==> config.mk <==
export PLATFORM = sky130hd
export DESIGN_NAME = counter_sequencer
export DESIGN_NICKNAME = d
export VERILOG_FILES = /design/src/rtl/counter_sequencer.sv
export SDC_FILE = /design/constraint.sdc
export NUM_CORES = 1
export LEC_CHECK = 0
export BUFFER_PORTS_ARGS = -buffer_cell sky130_fd_sc_hd__buf_2
export CORE_MARGIN = 2
export CORE_UTILIZATION = 53
export CTS_BUF_LIST = sky130_fd_sc_hd__clkbuf_4 sky130_fd_sc_hd__clkbuf_8
export DETAILED_ROUTE_END_ITERATION = 12
export GPL_ROUTABILITY_DRIVEN = 0
export PLACE_DENSITY_LB_ADDON = 0.12
export SYNTH_ARGS = -nofsm -noshare
export SYNTH_HDL_FRONTEND = slang
export SYNTH_SLANG_ARGS = --single-unit
==> constraint.sdc <==
create_clock -name clk -period 2.4 [get_ports clk]
set_clock_uncertainty 0.1 [all_clocks]
set_input_delay 0.36 -clock clk [delete_from_list [all_inputs] [get_ports clk]]
set_output_delay 0.36 -clock clk [all_outputs]
set_load 0.02 [all_outputs]
==> src/rtl/counter_sequencer.sv <==
// counter_sequencer: drives an external up/down counter (load strobe, count
// enable, direction) from a simple command interface and reports completion
// with wrap/abort flags.
module counter_sequencer #(
    parameter int WIDTH    = 8,
    parameter bit SATURATE = 1'b0
) (
    input  logic             clk,
    input  logic             rst_n,
    input  logic             cmd_valid,
    output logic             cmd_ready,
    input  logic [1:0]       cmd_op,
    input  logic [WIDTH-1:0] cmd_arg,
    input  logic             abort,
    output logic             ld_en,
    output logic             en,
    output logic             updwn,
    output logic [WIDTH-1:0] datain,
    input  logic [WIDTH-1:0] dataout,
    output logic             resp_valid,
    output logic             resp_wrap,
    output logic             resp_abort
);

    typedef enum logic [2:0] {
        S_IDLE,
        S_LOAD,
        S_COUNT,
        S_HOLD,
        S_DONE
    } state_e;

    localparam logic [1:0]       OP_LOAD = 2'b00;
    localparam logic [1:0]       OP_DOWN = 2'b10;
    localparam logic [1:0]       OP_HOLD = 2'b11;
    localparam logic [WIDTH-1:0] MAXV    = '1;
    localparam logic [WIDTH-1:0] ZERO    = '0;
    localparam logic [WIDTH-1:0] ONE     = {{(WIDTH-1){1'b0}}, 1'b1};

    state_e           state_q, state_d;
    logic [WIDTH-1:0] rem_q, rem_d;
    logic [WIDTH-1:0] datain_q, datain_d;
    logic             updwn_q, updwn_d;
    logic             wrap_q, wrap_d;
    logic             abort_q, abort_d;
    logic             rdy_q;
    logic             bound;
    logic             sat_stop;

    // Boundary seen this COUNT cycle: the next step would cross max/0.
    always_comb begin
        bound = 1'b0;
        if (state_q == S_COUNT) begin
            bound = updwn_q ? (dataout == ZERO) : (dataout == MAXV);
        end
        sat_stop = SATURATE && bound;
    end

    // Outputs decoded from registered state; only en sees abort/saturation live.
    always_comb begin
        cmd_ready  = rdy_q && (state_q == S_IDLE);
        ld_en      = (state_q == S_LOAD);
        en         = (state_q == S_COUNT) && !abort && !sat_stop;
        updwn      = updwn_q;
        datain     = datain_q;
        resp_valid = (state_q == S_DONE);
        resp_wrap  = (state_q == S_DONE) && wrap_q;
        resp_abort = (state_q == S_DONE) && abort_q;
    end

    // Next-state logic: command capture, step countdown, abort/wrap handling.
    always_comb begin
        state_d  = state_q;
        rem_d    = rem_q;
        datain_d = datain_q;
        updwn_d  = updwn_q;
        wrap_d   = wrap_q;
        abort_d  = abort_q;
        case (state_q)
            S_IDLE: begin
                if (cmd_valid && cmd_ready) begin
                    wrap_d  = 1'b0;
                    abort_d = 1'b0;
                    case (cmd_op)
                        OP_LOAD: begin
                            datain_d = cmd_arg;
                            state_d  = S_LOAD;
                        end
                        OP_HOLD: begin
                            rem_d   = cmd_arg;
                            state_d = (cmd_arg == ZERO) ? S_DONE : S_HOLD;
                        end
                        default: begin
                            rem_d   = cmd_arg;
                            updwn_d = (cmd_op == OP_DOWN);
                            state_d = (cmd_arg == ZERO) ? S_DONE : S_COUNT;
                        end
                    endcase
                end
            end
            S_LOAD: state_d = S_DONE;
            S_COUNT: begin
                wrap_d = wrap_q | bound;
                if (abort) begin
                    abort_d = 1'b1;
                    state_d = S_DONE;
                end else if (sat_stop) begin
                    state_d = S_DONE;
                end else begin
                    rem_d = rem_q - ONE;
                    if (rem_q == ONE) state_d = S_DONE;
                end
            end
            S_HOLD: begin
                if (abort) begin
                    abort_d = 1'b1;
                    state_d = S_DONE;
                end else begin
                    rem_d = rem_q - ONE;
                    if (rem_q == ONE) state_d = S_DONE;
                end
            end
            S_DONE: begin
                wrap_d  = 1'b0;
                abort_d = 1'b0;
                state_d = S_IDLE;
            end
            default: state_d = S_IDLE;
        endcase
    end

    // State and flag registers; rdy_q holds off cmd_ready until the first edge after reset.
    always_ff @(posedge clk or negedge rst_n) begin
        if (!rst_n) begin
            state_q  <= S_IDLE;
            rem_q    <= '0;
            datain_q <= '0;
            updwn_q  <= 1'b0;
            wrap_q   <= 1'b0;
            abort_q  <= 1'b0;
            rdy_q    <= 1'b0;
        end else begin
            state_q  <= state_d;
            rem_q    <= rem_d;
            datain_q <= datain_d;
            updwn_q  <= updwn_d;
            wrap_q   <= wrap_d;
            abort_q  <= abort_d;
            rdy_q    <= 1'b1;
        end
    end

endmodule

==> run summary <==
TritonCTS clock tree -> yes
Chip height -> 53.6 µm
Die X -> 53.6 µm
Crit Path Class -> flip-flop to output pin
Final core occ -> 0.677
RSZ-0062 raised after global routing -> false
DRT antenna net count -> 0
Ant. Diodes -> 0
Proportion of synthesized area in mux cells -> 0.0864
Clock Pin Slew Worst Setup and Hold Paths -> 140 ps
Post-Synth XOR/XNOR Area -> 0
Post-synthesis sequential area ratio -> 0.441
Count leader, synth -> dfrtp_1
Max Fclk -> 477 MHz
Post-DR wirelength/cell -> 15.2 µm
Logic gate share of total power -> 0.493
Worst skew pair latency -> 320 ps
Pint -> 0.000993 W
Vias in the first global route -> 1142
Main area contributors after synthesis -> dfrtp_1, mux2_2, ha_1
Leak -> 0.727 nW
GRT overflow -> 0
Largest stage delay, worst path -> 550 ps
Setup crit end kind -> output pin
Final nets -> 202
Hold depth -> 2
Worst-path cell chain -> nand2b_1 > nor3_1 > buf_2
WP data arrival -> 1640 ps
Via density -> 5.94
Dpl hpwl -> 2.35 mm
Share of layout cells above drive strength 1 -> 0.310
Synth Area in Adders -> 0.0480
Switching portion of total power -> 0.455
Power per standard cell area -> 1180 nW/µm²
Vias -> 1199
Max-slew violations -> 0
Yosys top cell by area -> dfrtp_1
Netlist cell types -> 39
Post-synth ARST share -> 1.00
Fin cells -> 202
Die Area -> 2870 µm²
Synth Net Count -> 163
Yosys warns -> 0
Setup-failing EPs final -> 0
H-tree depth -> 1
Startpoint types -> flip-flop
Max-cap violations -> 0
Total Neg Setup Slack -> 0 ps
HP Class -> primary input to flip-flop
Io pins -> 37
Rel. slew slack -> 0.646
Mean Syn Cell Area -> 9.59 µm²
Post-synthesis register bit count -> 23
Post-placement cell count -> 197
Slowest cell on the critical path -> dfrtp_1
CTS Buffer Depth -> 2
Sequential Power Share -> 0.398
Fin crit period -> 2100 ps
Synth Cell Area -> 1300 µm²
Final period util -> 0.874
First-pass GRT wire length -> 4.97 mm
Critical Path Fanout Max -> 11
Starting Density -> 0.573
Post-synth top cells -> dfrtp_1, nor2_1, o21ai_0, mux2_2, nor3_1
Core footprint -> 2280 µm²
Combinational family with the most area after synthesis -> compound AO/OA/AOI/OAI gates
Net Switching -> 0.000830 W
DRC Markers -> 0
Required time of the critical path -> 1940 ps
DRT iter0 DRCs -> 34
Reg2Reg Depth -> 4
Std-Cell Rows -> 17
Routed WL -> 3.07 mm
Maximum vdd drop -> 0.000951 V
Simple-Gate Fraction of Synth Area -> 0.191
Initial antenna violation count -> 0
Status -> finished, final reports clean
TritonCTS buffer count -> 3
Synth top area share -> 0.441
P&R area growth vs syn -> 18.2%
Post-synth EDFFs -> 0
Main flop type after synthesis -> dfrtp_1
Total clock sinks -> 23
Fillers -> 191
Compound-Gate Fraction of Synth Area -> 0.191
Cells after synthesis -> 136
CTS Root Cell -> clkbuf_4
Clk pwr share -> 0.108
Number of detailed-route iterations in the first pass -> 4
# port buffers -> 36
Total GRT Usage -> 0.241
Postcts setup bufs -> 0
Largest net degree at the start of global routing -> 24
Least-Margin Pin Slew -> 531 ps
Hold violation count in the final report -> 0
[sequential cells by signal (all words and copies together) (netlist names)]
register  count
abort_q       1
updwn         1
rdy_q         1
state_q       3
rem_q         8
datain        8
wrap_q        1
[power by group through the flow]
stage / Sequential (W) / Clock, W / Combinational, W
floorplan: 0.000780 / 0 / 0.000582
global placement: 0.000716 / 0 / 0.000861
detailed placement: 0.000730 / 0 / 0.000893
CTS: 0.000720 / 0.000195 / 0.000902
global route: 0.000752 / 0.000214 / 0.000992
finish: 0.000726 / 0.000198 / 0.000899
[final timing paths]
kind	start	to	slack [ps]
worst min register to register	datain[0]	datain[0]	420
worst max-delay path	state_q[1]	en	300
min in group asynchronous	rst_n	rem_q[3]	420
worst max register to register	state_q[1]	rem_q[2]	360
worst min-delay path	cmd_arg[6]	datain[6]	190
max in group asynchronous	rst_n	rem_q[4]	1430
[repair_timing]
item,CTS,global route
hold endpoints to repair,23,0
hold buffers,1,0
gates resized for setup,0,0
[metrics by stage]
step / cell area (µm²) / total power [W] / hold slack [ps] / setup slack [ps]
floorplan: 1300 / 0.00136 / -35.6 / 546
global placement: 1500 / 0.00158 / 258 / 548
detailed placement: 1500 / 0.00162 / 270 / 390
CTS: 1540 / 0.00182 / 186 / 354
global route: 1540 / 0.00196 / 192 / 234
finish: 1540 / 0.00182 / 185 / 302
[area by class of cell]
class / count / area (µm²) / share of cell area
Timing Repair Buffer: 38 / 198 / 0.128
Tap cell: 28 / 35.0 / 0.0227
Sequential cell: 23 / 576 / 0.373
Inverter: 7 / 26.3 / 0.0170
Clock inverter: 1 / 7.51 / 0.00487
Clock buffer: 3 / 22.5 / 0.0146
Multi-Input combinational cell: 102 / 677 / 0.439
[placed cells by master (no fill, tap or decap), types with 2 or more instances in the layout]
cell       n
buf_2     36
dfrtp_1   23
nor2_1    13
o21ai_0   11
mux2_2    10
nor3_1     8
inv_1      7
nand2_1    6
o21ai_1    6
a21oi_1    6
ha_1       5
or4_1      3
nand3_1    3
a22oi_1    3
clkbuf_4   3
nor3b_1    2
and3_1     2
a211oi_1   2
nor2b_1    2
a31oi_1    2
[per-layer routing]
metal	vias to the layer above	share of wire	GRT usage
met5	-	0	0
met1	571	0.43	0.325
met4	0	0.0091	0.0897
met3	4	0.066	0.0389
met2	45	0.49	0.391
li1	579	-	-
[critical path, delay by kind of cell, from the launching register on]
family / cells / cell delay (ps)
DFF: 1 / 550
and+or+nand+nor: 2 / 550
buffers and inverters: 1 / 200
[cell families after synthesis]
family / Yosys count
AND/OR/NAND/NOR: 47
AO/OA/AOI/OAI: 39
flip-flops: 23
buffers and inverters: 11
multiplexers: 10
adder cells (fa/ha/maj): 5
other: 1
Power figures use the tool's default switching activity.
